`src/rtl/dut_or_pkg.sv`:
```
// Shared definitions for the OR-gate DUT bus sequencer: the DUT register map,
// the sequencer state encoding and the per-state bus operation decode.
package dut_or_pkg;

  // DUT register map
  localparam logic [2:0] A_STATUS = 3'd0;  // 1 = A FIFO not full
  localparam logic [2:0] B_STATUS = 3'd1;  // 1 = B FIFO not full
  localparam logic [2:0] Y_STATUS = 3'd2;  // 1 = Y FIFO not empty
  localparam logic [2:0] Y_OUTPUT = 3'd3;
  localparam logic [2:0] A_DATA   = 3'd4;
  localparam logic [2:0] B_DATA   = 3'd5;

  typedef enum logic [2:0] {
    IDLE, POLL_A, WR_A, POLL_B, WR_B, POLL_Y, RD_Y, RSP
  } state_t;

  typedef struct packed {
    logic       rd;
    logic       wr;
    logic [2:0] addr;
  } bus_op_t;

  // Bus access each state presents; IDLE and RSP leave the bus quiet.
  function automatic bus_op_t bus_op(state_t s);
    bus_op_t op;
    op = '0;
    case (s)
      POLL_A:  op = '{rd: 1'b1, wr: 1'b0, addr: A_STATUS};
      WR_A:    op = '{rd: 1'b0, wr: 1'b1, addr: A_DATA};
      POLL_B:  op = '{rd: 1'b1, wr: 1'b0, addr: B_STATUS};
      WR_B:    op = '{rd: 1'b0, wr: 1'b1, addr: B_DATA};
      POLL_Y:  op = '{rd: 1'b1, wr: 1'b0, addr: Y_STATUS};
      RD_Y:    op = '{rd: 1'b1, wr: 1'b0, addr: Y_OUTPUT};
      default: op = '0;
    endcase
    return op;
  endfunction

endpackage

```
`src/rtl/dut_or_sequencer_if.sv`:
```
// Client request/response handshake plus the DUT register bus, bundled so the
// sequencer (master) and its environment (slave) connect through one port.
interface dut_or_sequencer_if;
  logic       req_valid;
  logic       req_ready;
  logic       req_a;
  logic       req_b;
  logic       rsp_valid;
  logic       rsp_ready;
  logic       rsp_y;
  logic       rsp_err;
  logic [2:0] write_address;
  logic       write_data;
  logic       write_en;
  logic       write_rdy;
  logic [2:0] read_address;
  logic       read_en;
  logic       read_data;
  logic       read_rdy;

  modport master (
    input  req_valid, req_a, req_b, rsp_ready, write_rdy, read_data, read_rdy,
    output req_ready, rsp_valid, rsp_y, rsp_err,
           write_address, write_data, write_en, read_address, read_en
  );

  modport slave (
    output req_valid, req_a, req_b, rsp_ready, write_rdy, read_data, read_rdy,
    input  req_ready, rsp_valid, rsp_y, rsp_err,
           write_address, write_data, write_en, read_address, read_en
  );
endinterface

```
`src/rtl/dut_or_sequencer_stall_timer.sv`:
```
// Saturating stall counter: cleared on forward progress, counts stalled cycles,
// flags when the abort limit is reached.
module stall_timer #(
  parameter int LIMIT = 255,
  parameter int TW    = 8
) (
  input  logic clk,
  input  logic rst_n,
  input  logic clr,
  input  logic inc,
  output logic term
);

  localparam logic [TW-1:0] LIMIT_V = TW'(LIMIT);

  logic [TW-1:0] count;

  // Count stalled cycles, holding at the limit instead of wrapping.
  // NOTE: sequential state uses non-blocking (<=) so every flop samples the
  // pre-edge values of the others; blocking here would create order races.
  always_ff @(posedge clk or negedge rst_n) begin
    if (!rst_n)                        count <= '0;
    else if (clr)                      count <= '0;
    else if (inc && count != LIMIT_V)  count <= count + TW'(1);
  end

  assign term = (count == LIMIT_V);

endmodule

```
`src/rtl/dut_or_sequencer.sv`:
```
// Bus-master sequencer for the 1-bit OR-gate DUT: accepts an (a, b) pair, runs
// poll/write/poll/write/poll/read on the DUT register bus and returns y, with a
// stall timeout that aborts to the response state with rsp_err set.
module dut_or_sequencer
  import dut_or_pkg::*;
#(
  parameter int POLL_LIMIT = 255,
  parameter int TW         = 8
) (
  input  logic               clk,
  input  logic               rst_n,
  dut_or_sequencer_if.master bus
);

  state_t  state, state_n;
  bus_op_t op;
  logic    a_q, b_q;
  logic    y_q, err_q;
  logic    rd_fire, wr_fire;
  logic    abort;
  logic    tmr_clr, tmr_inc, tmr_term;

  // Moore bus outputs: everything decodes from the state register.
  assign op      = bus_op(state);
  assign rd_fire = op.rd && bus.read_rdy;
  assign wr_fire = op.wr && bus.write_rdy;

  assign bus.read_en       = op.rd;
  assign bus.read_address  = op.rd ? op.addr : 3'd0;
  assign bus.write_en      = op.wr;
  assign bus.write_address = op.wr ? op.addr : 3'd0;
  assign bus.write_data    = (state == WR_A) ? a_q :
                             (state == WR_B) ? b_q : 1'b0;
  assign bus.req_ready     = (state == IDLE);
  assign bus.rsp_valid     = (state == RSP);
  assign bus.rsp_y         = y_q;
  assign bus.rsp_err       = err_q;

  // State register.
  always_ff @(posedge clk or negedge rst_n) begin
    if (!rst_n) state <= IDLE;
    else        state <= state_n;
  end

  // Next-state decode; a stall at the limit aborts to RSP unless the bus
  // makes progress in that very cycle.
  // NOTE: every output of this block gets a default first, so no path leaves
  // a signal unassigned and no latch is inferred.
  always_comb begin
    state_n = state;
    abort   = 1'b0;
    case (state)
      IDLE:    if (bus.req_valid)              state_n = POLL_A;
      POLL_A:  if (rd_fire && bus.read_data)   state_n = WR_A;
      WR_A:    if (wr_fire)                    state_n = POLL_B;
      POLL_B:  if (rd_fire && bus.read_data)   state_n = WR_B;
      WR_B:    if (wr_fire)                    state_n = POLL_Y;
      POLL_Y:  if (rd_fire && bus.read_data)   state_n = RD_Y;
      RD_Y:    if (rd_fire)                    state_n = RSP;
      RSP:     if (bus.rsp_ready)              state_n = IDLE;
      default:                                 state_n = IDLE;
    endcase
    if ((op.rd || op.wr) && state_n == state && tmr_term) begin
      state_n = RSP;
      abort   = 1'b1;
    end
    tmr_clr = (state_n != state);
    tmr_inc = op.rd || op.wr;
  end

  // Operand capture at acceptance, result capture on the Y read or abort.
  // NOTE: operand and result flops are reset too, so write_data and rsp_y
  // come out of reset at 0 rather than X.
  always_ff @(posedge clk or negedge rst_n) begin
    if (!rst_n) begin
      a_q   <= 1'b0;
      b_q   <= 1'b0;
      y_q   <= 1'b0;
      err_q <= 1'b0;
    end else if (state == IDLE && bus.req_valid) begin
      a_q   <= bus.req_a;
      b_q   <= bus.req_b;
      y_q   <= 1'b0;
      err_q <= 1'b0;
    end else if (state == RD_Y && rd_fire) begin
      y_q   <= bus.read_data;
    end else if (abort) begin
      y_q   <= 1'b0;
      err_q <= 1'b1;
    end
  end

  stall_timer #(.LIMIT(POLL_LIMIT), .TW(TW)) u_stall_timer (
    .clk   (clk),
    .rst_n (rst_n),
    .clr   (tmr_clr),
    .inc   (tmr_inc),
    .term  (tmr_term)
  );

endmodule

```
`src/flat_wrapper.sv`:
```
// flat-port wrapper written by rule: the top's interface ports become plain ports
module dut_or_sequencer_flat import dut_or_pkg::*;
#(
  parameter int POLL_LIMIT = 255,
  parameter int TW         = 8
)
  (clk, rst_n, bus_req_valid, bus_req_a, bus_req_b, bus_rsp_ready, bus_write_rdy, bus_read_data, bus_read_rdy, bus_req_ready, bus_rsp_valid, bus_rsp_y, bus_rsp_err, bus_write_address, bus_write_data, bus_write_en, bus_read_address, bus_read_en);
  dut_or_sequencer_if bus_i ();
  input  logic clk;
  input  logic rst_n;
  input wire logic [$bits(bus_i.req_valid)-1:0] bus_req_valid;
  input wire logic [$bits(bus_i.req_a)-1:0] bus_req_a;
  input wire logic [$bits(bus_i.req_b)-1:0] bus_req_b;
  input wire logic [$bits(bus_i.rsp_ready)-1:0] bus_rsp_ready;
  input wire logic [$bits(bus_i.write_rdy)-1:0] bus_write_rdy;
  input wire logic [$bits(bus_i.read_data)-1:0] bus_read_data;
  input wire logic [$bits(bus_i.read_rdy)-1:0] bus_read_rdy;
  output wire logic [$bits(bus_i.req_ready)-1:0] bus_req_ready;
  output wire logic [$bits(bus_i.rsp_valid)-1:0] bus_rsp_valid;
  output wire logic [$bits(bus_i.rsp_y)-1:0] bus_rsp_y;
  output wire logic [$bits(bus_i.rsp_err)-1:0] bus_rsp_err;
  output wire logic [$bits(bus_i.write_address)-1:0] bus_write_address;
  output wire logic [$bits(bus_i.write_data)-1:0] bus_write_data;
  output wire logic [$bits(bus_i.write_en)-1:0] bus_write_en;
  output wire logic [$bits(bus_i.read_address)-1:0] bus_read_address;
  output wire logic [$bits(bus_i.read_en)-1:0] bus_read_en;
  assign bus_i.req_valid = bus_req_valid;
  assign bus_i.req_a = bus_req_a;
  assign bus_i.req_b = bus_req_b;
  assign bus_i.rsp_ready = bus_rsp_ready;
  assign bus_i.write_rdy = bus_write_rdy;
  assign bus_i.read_data = bus_read_data;
  assign bus_i.read_rdy = bus_read_rdy;
  assign bus_req_ready = bus_i.req_ready;
  assign bus_rsp_valid = bus_i.rsp_valid;
  assign bus_rsp_y = bus_i.rsp_y;
  assign bus_rsp_err = bus_i.rsp_err;
  assign bus_write_address = bus_i.write_address;
  assign bus_write_data = bus_i.write_data;
  assign bus_write_en = bus_i.write_en;
  assign bus_read_address = bus_i.read_address;
  assign bus_read_en = bus_i.read_en;
  dut_or_sequencer #(.POLL_LIMIT(POLL_LIMIT), .TW(TW)) u_core (.clk(clk), .rst_n(rst_n), .bus(bus_i));
endmodule
```
`config.mk`:
```
export PLATFORM = sky130hd
export DESIGN_NAME = dut_or_sequencer_flat
export DESIGN_NICKNAME = d
export VERILOG_FILES = /design/src/rtl/dut_or_pkg.sv /design/src/rtl/dut_or_sequencer_if.sv /design/src/rtl/dut_or_sequencer_stall_timer.sv /design/src/rtl/dut_or_sequencer.sv /design/src/flat_wrapper.sv
export SDC_FILE = /design/constraint.sdc
export NUM_CORES = 1
export LEC_CHECK = 0
export CORE_UTILIZATION = 54
export CTS_BUF_LIST = sky130_fd_sc_hd__clkbuf_4 sky130_fd_sc_hd__clkbuf_8 sky130_fd_sc_hd__clkbuf_16
export DETAILED_ROUTE_END_ITERATION = 12
export GPL_TIMING_DRIVEN = 0
export PLACE_DENSITY = 0.84
export SETUP_SLACK_MARGIN = 0.4
export SYNTH_ARGS = -nofsm -noshare
export SYNTH_HDL_FRONTEND = slang
export SYNTH_SLANG_ARGS = --single-unit
```
`constraint.sdc`:
```
create_clock -name clk -period 2.35 [get_ports clk]
set_input_delay 0.47 -clock clk [delete_from_list [all_inputs] [get_ports clk]]
set_output_delay 0.47 -clock clk [all_outputs]
set_load 0.02 [all_outputs]
```
# Word-level counts from Yosys, hierarchy flattened
# Index checks and enable logic that the tools add are counted.
[word_totals] elab_cells=57 input_bits=9 ff_bits=15
[op_classes] mux=24 addsub=1 n_reduce_logical=14 n_eq_ne=12
[ops] operator="$mux W3" n=11
[ops] operator="$pmux W5 S6" n=1
[ops] operator="$pmux W3 S8" n=1
[ops] operator="$mux W8" n=2
[ops] operator="$eq A3 B3 Y1 const B" n=4
[ops] operator="$mux W1" n=9
[ops] operator="$add A8 B1 Y8 const B" n=1
[ops] operator="$eq A8 B8 Y1 const B" n=1
[ops] operator="$logic_and A1 B1 Y1" n=8
[ops] operator="$ne A8 B8 Y1 const B" n=1
[ops] operator="$eq A3 B2 Y1 const B" n=2
[ops] operator="$reduce_bool A2 Y1" n=2
[ops] operator="$eq A3 B1 Y1 const B" n=1
[ops] operator="$eq A3 B3 Y1" n=1
[ops] operator="$logic_not A3 Y1" n=1
[ops] operator="$ne A3 B3 Y1" n=1
[ops] operator="$reduce_bool A3 Y1" n=1
[ops] operator="$ne A2 B1 Y1 const B" n=1
[ops] operator="$reduce_and A2 Y1" n=1
[ops] operator="$logic_or A1 B1 Y1" n=1

# Longest topological paths before layout
[depth] depth_word=13 depth_mapped=6 ltp_nobuf=6

# By module
# From an unflattened synthesis, not the netlist that was laid out.
[unflattened] cells_unflattened=118 area_unflattened_um2=1119.8
[modules_own_cells] mod="dut_or_sequencer" n_inst=1 area_per_inst_um2=645.6 cells_each=71
[modules_own_cells] mod="stall_timer" n_inst=1 area_per_inst_um2=474.2 cells_each=47

# Least setup slack after synthesis
# OpenSTA, ideal clock, no wires.
[synth_path] path_type="register -> output" from="register u_core.state[1]" to="output bus_write_address[2]" t_arrival_ns=1.281 required_time_ns=1.880 path_stages_with_launch=5 slack_ns=0.599 n_path_buf=2 path_cell_list="dfrtp_1 buf_2 xnor2_1 nor2_1 buf_4"
[synth_between] elab_chain_len=3 word_cells_on_any_way=8 cone_classes="6 x eq/ne; 2 x mux"
[synth_rtl] element="start: declaration" line="dut_or_sequencer.sv:15" rtl="state_t state, state_n;"
[synth_rtl] element="start signal: assignment" line="dut_or_sequencer.sv:42" rtl="else state <= state_n;"
[synth_rtl] element="$eq A3 B3 Y1, or another cell as far along" line="dut_or_pkg.sv:27" rtl="case (s)"
[synth_rtl] element="$pmux W5 S6 (*)" line="dut_or_pkg.sv:27"
[synth_rtl] element="named net bus_write_en" line="flat_wrapper.sv:24" rtl="output wire logic [$bits(bus_i.write_en)-1:0] bus_write_en;"
[synth_rtl] element="$mux W3 (*)" line="dut_or_sequencer.sv:31" rtl="assign bus.write_address = op.wr ? op.addr : 3'd0;"
[synth_rtl] element="end: declaration" line="flat_wrapper.sv:22" rtl="output wire logic [$bits(bus_i.write_address)-1:0] bus_write_address;"
# The timed path passes the listed nets; every way through them passes the cells marked *.

# Final worst setup path
[layout_path] from="register u_core.state[0]" to="output bus_read_address[0]"
[layout_between] elab_chain_len=3 word_cells_on_any_way=8 cone_classes="6 x eq/ne; 2 x mux"
[layout_rtl] element="$eq A3 B3 Y1, or another cell as far along" line="dut_or_pkg.sv:27"
[layout_rtl] element="$pmux W5 S6 (*)" line="dut_or_pkg.sv:27"
[layout_rtl] element="$mux W3 (*)" line="dut_or_sequencer.sv:29" rtl="assign bus.read_address = op.rd ? op.addr : 3'd0;"
[layout_rtl] element="end: declaration" line="flat_wrapper.sv:25" rtl="output wire logic [$bits(bus_i.read_address)-1:0] bus_read_address;"
# Mark *: on every way between the ends. The rest lies on a longest branch, timed or not.

==> run metrics <==
outcome=finished clean; WP data required=1.88 ns; Tcrit/Tclk final=0.8349; Die Span Y=46.38 um; ratio of cells with drive above 1 in the final layout=0.2857; leading post-synthesis cells by cell area=dfrtp_1 (35%), nand2_1 (4.9%), nor2_1 (4.9%), a21oi_1 (3.3%), xor2_1 (3.3%); Hold Buf Count CTS=0; area of the mapped netlist=about 1100 sq um; synth-to-layout area growth=26.71%; gr ovfl total=0; final setup fails=0; cts bufs inserted=3; Post-Route Utilization=0.7558; full die area=2151 sq um; initial core utilization=0.5965; Max transition margin=0.5453; FP Rows=15; Avg Vias per Cell=5.669; worst clock skew=0.005539 ns; Die Wd=46.38 um; drt drc=0; final instance area=1348 sq um; Worst-path clk slew=around 0.1 ns; number of synthesized register bits=15; Core Region=1783 sq um; drt first pass iters=4; total track usage=0.2751; Root Buffer=clkbuf_4; top-count cell post-synth=dfrtp_1; drt total wl=2601 um; Critical Path AT=1.49 ns; Critical Path Max Stage Delay=0.38 ns; Post-synth ARST share=1.000; Final Max Tran Viols=0; WL/cell=15.12 um; CP most frequent cell=buf_4; Buf/Inv on CP=2; crit path time final=1.962 ns; vias in the first global route=slightly above 900; Vias=975; first-pass GRT wire length=4140 um; LEAKAGE=0.0006142 uW; Final Hold Viols=0; DRT antenna net count=0; CP max FO=10; Initial DRC Count=31; number of fill cells in the layout=between 100 and 150; Syn Inst Count=119; hpwl dp=1807 um; pin count of the biggest net entering global routing=16; IO buf count=19; max cap viols=0; synth cell count leaders=dfrtp_1 (15), nand2_1 (14), nor2_1 (14), a21oi_1 (7); RSZ-0062 raised after global routing=true; setup ws final=0.3881 ns; pwr/cell area=1313 nW/um^2; H-tree levels=1; warnings from Yosys=0; register area share after synthesis=0.3529; TritonCTS clock tree=built; Worst-Skew Late Latency=0.30 ns; ANT cells=0; f_max=509.7 MHz; EDFF count, synth=0; Clock Tree Buf Depth=2; post-synth top area share=0.3529; synth unique cells=44; GPL Wtd Cong=approximately 0.85; critical path, cell by cell=buf_4, or2b_1, a21oi_2, buf_4; Sinks on Clock Net=15; Critical Path Start Type=flip-flop; setup TNS=0 ns; initial antenna violation count=0; Layout Nets=158; Critical Path End Type=primary output; top_reg_cell synth=dfrtp_1; maximum VDD drop=1.078 mV; post-synth top area cell=dfrtp_1; critical path's top delay family=flip-flops; I/O pin total=22; slowest stage cell, crit path=dfrtp_1; Avg Inst Size Synth=around 8.9 sq um; Post-DP Area=1289 sq um; Slew @ Worst Pin=0.6800 ns; crit path kind=flip-flop to primary output; pre-CTS setup slack=approximately 0.077 ns; Worst Hold Class=flip-flop to flip-flop
## flip-flops by register name, summed over array words and instances, names as in the netlist
signal	flops
u_core.state	3
u_core.a_q	1
u_core.bus.rsp_err	1
u_core.bus.rsp_y	1
u_core.b_q	1
u_core.u_stall_timer.count	8
## routing by layer
metal | wire length, um | global-route usage | up-vias | share of wire
met1 | 1145 | 0.3654 | 461 | 0.44
met2 | 1259 | 0.4250 | 38 | 0.48
li1 | - | - | 469 | -
met3 | 136 | 0.04314 | 7 | 0.052
met4 | 59 | 0.1412 | 0 | 0.023
met5 | 0 | 0 | - | 0
## report_power, final
| group | internal, uW | switching (uW) |
|---|---|---|
| Clock | 63.6 | 95.7 |
| Combinational | 543 | 662 |
| Sequential | 338 | 68.2 |
| Total | 944 | 826 |
## path summary, 6_finish.rpt
kind | startpoint | to | slack [ns] | depth (start not counted)
max in group asynchronous | rst_n | u_core.state[2] | 1.30 | 1
min reg2reg | u_core.bus.rsp_err | u_core.bus.rsp_err | 0.52 | 2
max | u_core.state[0] | bus_read_address[0] | 0.39 | 4
min in group asynchronous | rst_n | u_core.u_stall_timer.count[6] | 0.57 | 1
min | u_core.bus.rsp_err | u_core.bus.rsp_err | 0.52 | 2
max reg2reg | u_core.state[2] | u_core.bus.rsp_y | 0.49 | 7
## cells by family after synthesis
logic type                 synth area share
other                              0.003526
DFF                                  0.3529
buffers and inverters               0.05176
muxes                               0.07529
and+or+nand+nor                      0.2953
adders and majority gates           0.01176
xor gates and xnor gates            0.05765
AOI/OAI and AO/OA                    0.1518
## per-stage QoR
stage,hold slack (ns),cells,total power [uW]
floorplan,0.1744,120,1194
global placement,0.4696,164,1517
detailed placement,0.4962,164,1550
CTS,0.5183,172,1743
global route,0.5370,172,1879
finish,0.5168,172,1770
## timing repair
item | 4_1_cts | 5_1_grt
endpoints found under the setup margin | 9 | 8
resized for setup | 40 | 8
setup buffers | 4 | 0
pin swaps | 2 | 1
## cells in the final DEF (no fill, tap or decap), drive strengths merged
master	netlist	layout
conb	1	2
a22o	1	1
xor2	4	4
buf	6	17
clkbuf	1	4
inv	3	3
or3	1	1
clkdlybuf4s15	0	2
and3b	1	1
o211a	1	1
a2bb2oi	1	1
a21o	1	1
a31oi	1	1
o221a	1	1
xnor2	3	3
dfrtp	15	15
o21ai	5	5
and2	4	4
nand3	5	5
a21oi	7	7
nor4	1	1
nor2	15	15
clkdlybuf4s50	0	10
o22ai	1	1
nor2b	2	2
nor3	3	3
o21bai	1	1
nor3b	1	1
ha	1	1
nand2b	3	3
a21bo	1	1
and3	3	3
nand4	3	3
nand2	14	14
or2b	1	1
a211oi	1	1
clkinv	0	1
mux2	3	3
mux2i	3	3
## worst reg2reg max path, delay by kind of cell (launching register included)
kind                   cells  cell delay [ns]
AOI/OAI and AO/OA          2             0.48
buffers and inverters      2             0.28
DFF                        1             0.42
muxes                      2             0.44
and+or+nand+nor            1             0.14
## layout make-up
| cell class | count | area, sq um | share of cell area |
|---|---|---|---|
| Timing Repair Buffer | 23 | 193.9 | 0.1439 |
| Sequential cell | 15 | 377.9 | 0.2804 |
| Inverter | 3 | 11.26 | 0.008357 |
| Clock inverter | 1 | 5.005 | 0.003714 |
| Buffer | 7 | 62.56 | 0.04643 |
| Clock buffer | 3 | 22.52 | 0.01671 |
| Tap cell | 25 | 31.28 | 0.02321 |
| Multi-Input combinational cell | 95 | 643.1 | 0.4773 |
(Power assumes the default switching activity.)
